### src/rtl/onehot_decoder_seq.sv
`default_nettype none
// ============================================================================
// Module   : onehot_decoder_seq
// Brief    : Registered N-to-2^N one-hot decoder, valid/ready direct mode
//            plus an autonomous scan mode for multiplexed select lines.
// Revision : 1.0  initial release
// ============================================================================
module onehot_decoder_seq #(
    parameter int N          = 2,
    parameter int SCAN_DIV   = 4,
    parameter bit REVERSE    = 1'b0,
    parameter bit ACTIVE_LOW = 1'b0
) (
    input  logic                clk,
    input  logic                rst,
    input  logic                enable_i,
    input  logic                mode_i,
    input  logic                in_valid_i,
    input  logic [N-1:0]        in_code_i,
    output logic                in_ready_o,
    input  logic                out_ready_i,
    output logic                out_valid_o,
    output logic [N-1:0]        out_index_o,
    output logic [(2**N)-1:0]   out_onehot_o
);

    localparam int OUT_W = 2**N;
    localparam int PW    = (SCAN_DIV > 1) ? $clog2(SCAN_DIV) : 1;

    localparam logic [0:0]    S_DIRECT   = 1'b0;
    localparam logic [0:0]    S_SCAN     = 1'b1;
    localparam logic [PW-1:0] C_DIV_LAST = PW'(SCAN_DIV - 1);

    logic [0:0]       state_q, state_d;
    logic             valid_q, valid_d;
    logic [N-1:0]     index_q, index_d;
    logic [PW-1:0]    presc_q, presc_d;
    logic             accept_w;
    logic [N-1:0]     pos_w;
    logic [OUT_W-1:0] onehot_w;

    assign in_ready_o = enable_i && (state_q == S_DIRECT) && !mode_i
                        && (!valid_q || out_ready_i);
    assign accept_w   = in_valid_i && in_ready_o;

    always_comb begin
        state_d = state_q;
        valid_d = valid_q;
        index_d = index_q;
        presc_d = presc_q;
        // A disabled edge leaves every register untouched, mode included.
        if (enable_i) begin
            case (state_q)
                S_DIRECT: begin
                    if (mode_i) begin
                        state_d = S_SCAN;
                        index_d = '0;
                        presc_d = '0;
                        valid_d = 1'b1;
                    end else if (accept_w) begin
                        index_d = in_code_i;
                        valid_d = 1'b1;
                    end else if (valid_q && out_ready_i) begin
                        valid_d = 1'b0;
                    end
                end
                S_SCAN: begin
                    if (!mode_i) begin
                        state_d = S_DIRECT;
                        valid_d = 1'b0;
                    end else if (presc_q == C_DIV_LAST) begin
                        presc_d = '0;
                        index_d = index_q + N'(1);
                    end else begin
                        presc_d = presc_q + PW'(1);
                    end
                end
                default: begin
                    state_d = S_DIRECT;
                    valid_d = 1'b0;
                end
            endcase
        end
    end

    always_ff @(posedge clk or posedge rst) begin
        if (rst) begin
            state_q <= S_DIRECT;
            valid_q <= 1'b0;
            index_q <= '0;
            presc_q <= '0;
        end else begin
            state_q <= state_d;
            valid_q <= valid_d;
            index_q <= index_d;
            presc_q <= presc_d;
        end
    end

    // Reversed mapping k -> OUT_W-1-k is a bitwise inversion of the index.
    assign pos_w = REVERSE ? ~index_q : index_q;

    always_comb begin
        onehot_w = '0;
        for (int i = 0; i < OUT_W; i++) begin
            onehot_w[i] = (pos_w == N'(i));
        end
    end

    assign out_valid_o  = enable_i && valid_q;
    assign out_index_o  = index_q;
    assign out_onehot_o = (out_valid_o ? onehot_w : '0) ^ {OUT_W{ACTIVE_LOW}};

endmodule
`default_nettype wire

### config.mk
export PLATFORM = sky130hd
export DESIGN_NAME = onehot_decoder_seq
export DESIGN_NICKNAME = d
export VERILOG_FILES = /design/src/rtl/onehot_decoder_seq.sv
export SDC_FILE = /design/constraint.sdc
export NUM_CORES = 1
export LEC_CHECK = 0
export CAP_MARGIN = 20
export CORE_AREA = 2 2 39 41
export DETAILED_ROUTE_END_ITERATION = 8
export DIE_AREA = 0 0 41 43
export MAX_ROUTING_LAYER = met4
export SYNTH_ARGS = -nofsm -noshare
export SYNTH_HDL_FRONTEND = slang
export SYNTH_SLANG_ARGS = --single-unit
### constraint.sdc
create_clock -name clk -period 2.1 [get_ports clk]
set_input_delay 0.42 -clock clk [delete_from_list [all_inputs] [get_ports clk]]
set_output_delay 0.42 -clock clk [all_outputs]
set_load 0.02 [all_outputs]
==> metrics.yaml <==
final_layout:
  synth_to_final_area_change_pct: 54.6
  drive_gt1_share_pct: 26.5
  final_net_count: 83
  post-route-cell-area_um2: 652
  num-fill-cells: 136
  antenna_cells: 0
clock_tree:
  total_number_of_clock_tree_sinks: 6
  root_buffer_cell: "sky130_fd_sc_hd__clkbuf_4"
  cts-buffers-inserted: 3
  cts_max_path_buffers: 2
  htreeDepth: 1
  cts_tree: "yes"
  ctsHoldBuffers: 0
  clkLatencyLatePin_ns: 0.24
  cts.clk_slew.worst_paths_ns: 0.04
synthesis:
  seq_area_frac_synth_pct: 35.6
  number_of_enable_flip_flop_cells_after_synthesis: 0
  synth.ff_latch_count: 6
  synth_top_flop_cell: "sky130_fd_sc_hd__dfrtp_1"
  synth_warnings: 0
  top_area_cells_in_the_synthesized_netlist: "sky130_fd_sc_hd__dfrtp_1 (36%), sky130_fd_sc_hd__ha_1 (15%), sky130_fd_sc_hd__and3_2 (7.1%), sky130_fd_sc_hd__o21ai_0 (5.9%), sky130_fd_sc_hd__nand2_1 (5.3%)"
  ys_top_cells_by_count: "sky130_fd_sc_hd__dfrtp_1 (6), sky130_fd_sc_hd__nand2_1 (6), sky130_fd_sc_hd__ha_1 (5), sky130_fd_sc_hd__o21ai_0 (5)"
  synth_cell_type_count: 19
  synth_top_area_cell: "sky130_fd_sc_hd__dfrtp_1"
  synth.cell_area_um2: 422
  yosys.area.top_type_share_pct: 35.6
  syn_area_per_cell_um2: 9.58
  synth_nets: 57
  ys_async_sr_fraction_pct: 100
  syn-instance-count: 44
floorplanning:
  fp.coreArea_mm2: 0.00138
  floorplan.rows: 14
  die_x_um: 41
  io_count: 16
  initial_core_utilization_pct: 30.5
  chipHeight_um: 43
  die_area_mm2: 0.00176
worst_setup_path:
  critical_path_class: "primary input to output pin"
  timing.rr.start: "valid_q"
  cp-end-kind: "output pin"
  reg2reg_slack_ns: 0.80
  crit_startpoint: "enable_i"
  worstSetupEndpoint: "in_ready_o"
  slowest_stage_cell_cp: "sky130_fd_sc_hd__clkdlybuf4s50_1"
  reg2regPathDepth: 5
  worst_r2r_endpoint: "out_index_o[1]"
  critical_path.max_stage_delay_ns: 0.47
  crit_required_ns: 1.68
  critPathArrivalTime_ns: 1.55
  crit_path_max_fanout: 2
  critical_path.cell_chain: "clkdlybuf4s50_1 > and2b_2 > nor3b_1 > dlygate4sd2_1"
  startpoint_type: "primary input"
power_and_ir_drop:
  cellLeakagePower_uw: 0.000340
  power-per-cell-area_mw_per_mm2: 730
  design_power_total_uw: 476
  maximum_ir_drop_on_the_vdd_rail_v: 0.000383
global_route:
  grt_pass1_vias: 362
  gr-usage-all-layers_pct: 12.7
  initial_antenna_violation_count: 0
  grt_pass1_wl_um: 1460
  maximum_number_of_pins_on_one_net_before_global_route_repair: 9
  grt_remaining_overflow: 0
route:
  drc: 0
  drt_antenna_net_count: 0
  route.detailed.vias_per_inst: 4.85
  dr.pass1.iters: 4
  totalWireLength_um: 884
  via_count: 407
  per_cell_routed_wire_length_um: 10.5
  detail_route.iter0.violations: 8
timing:
  maxSlewViolCount: 0
  fin_crit_sh_pct: 93.7
  tightest_slew_ns: 0.239
  achievable-frequency_mhz: 508
  finalClockSkew_ns: 0.00333
  max-slew-margin-rel_pct: 84.0
  rsz0062_at_grt: "false"
  setup_tns_ns: 0
  finalHoldWorstSlack_ns: 0.395
  period_minus_slack_ns: 1.97
  hold_viol_final: 0
  setup_viol_count_final: 0
job:
  drv.max_cap_violation_count: 0
worst_hold_path:
  hold_path.class: "primary input to asynchronous set/reset pin"
run_status:
  status: "finished clean"
place:
  post_dp_cell_area_um2: 637
  place.gp.congestion: 0.667
  port-buffer-count: 15
  place.detailed.hpwl_um: 709
-- layout make-up --
class / count / area, um^2 / area share (%)
Multi-Input combinational cell: 34 / 256 / 39.3
Timing Repair Buffer: 21 / 188 / 28.8
Inverter: 4 / 15.0 / 2.30
Clock buffer: 3 / 22.5 / 3.45
Tap cell: 16 / 20.0 / 3.07
Sequential cell: 6 / 150 / 23.0
-- how the worst min path moves through the flow --
stage | endpoint | slack, ns | depth (start not counted)
floorplan | out_index_o[0] | 0.21 | 1
global placement | presc_q[1] | 0.47 | 2
detailed placement | presc_q[1] | 0.48 | 2
CTS | state_q | 0.40 | 2
global route | state_q | 0.43 | 2
finish | state_q | 0.39 | 2
-- worst max-delay path: cells and delay by family --
kind | cells | cell delay (ns)
AND/OR/NAND/NOR | 2 | 0.31
buffers and inverters | 2 | 0.82
-- through the flow --
stage	setup slack [ns]	cells	utilization, %
final	0.133	84	47.1
after global routing	0.0431	84	47.1
after CTS	0.120	84	47.1
after detailed placement	-0.150	81	46.0
after global placement	-0.151	81	46.0
after floorplan	0.488	44	-
-- logic make-up (layout without fill, tap and decap cells) --
logic type               Yosys count  in the layout  synth area share [%]
AND/OR/NAND/NOR                   18             18                  27.9
AO/OA/AOI/OAI                     10             10                  15.7
flip-flops                         6              6                  35.6
adder cells (fa/ha/maj)            5              5                  14.8
buffers and inverters              4             28                  3.56
multiplexers                       1              1                  2.37
-- flip-flops by register name (all words and copies together), names as in the netlist --
register,cells
state_q,1
presc_q,2
valid_q,1
out_index_o,2
-- metal layers --
layer  GRT usage [%]  part of all wire (%)  up-vias
li1                -                     -      203
met1            17.0                    45      183
met2            17.2                    44       19
met3            2.09                   8.6        2
met4            8.00                   1.7        0
met5               -                     0        -
-- cells in the final DEF (no fill, tap or decap), drive strengths merged --
cell | Yosys | routed
dfrtp | 6 | 6
inv | 4 | 4
buf | 0 | 6
mux2i | 1 | 1
and2 | 1 | 1
clkbuf | 0 | 3
ha | 5 | 5
nand2 | 6 | 6
o32ai | 1 | 1
nor2 | 1 | 1
dlygate4sd2 | 0 | 6
o21ai | 5 | 5
and3 | 4 | 4
o221ai | 1 | 1
nand2b | 1 | 1
and2b | 1 | 1
nor3b | 2 | 2
nand3 | 1 | 1
a21oi | 2 | 2
a22oi | 1 | 1
nor2b | 1 | 1
clkdlybuf4s50 | 0 | 9
-- power by group --
part	leakage (uW)	switching [uW]	internal [uW]
combinational	0.000253	103	104
sequential	0.0000733	24.3	140
clock	0.0000138	38.8	64.5
-- timing repair --
action	4_1_cts	5_1_grt
endpoints found under the setup margin	6	0
endpoints found under the hold margin	0	0
gates resized for setup	6	0
buffers inserted	0	0
No activity file was read; power rests on OpenSTA's default activity.
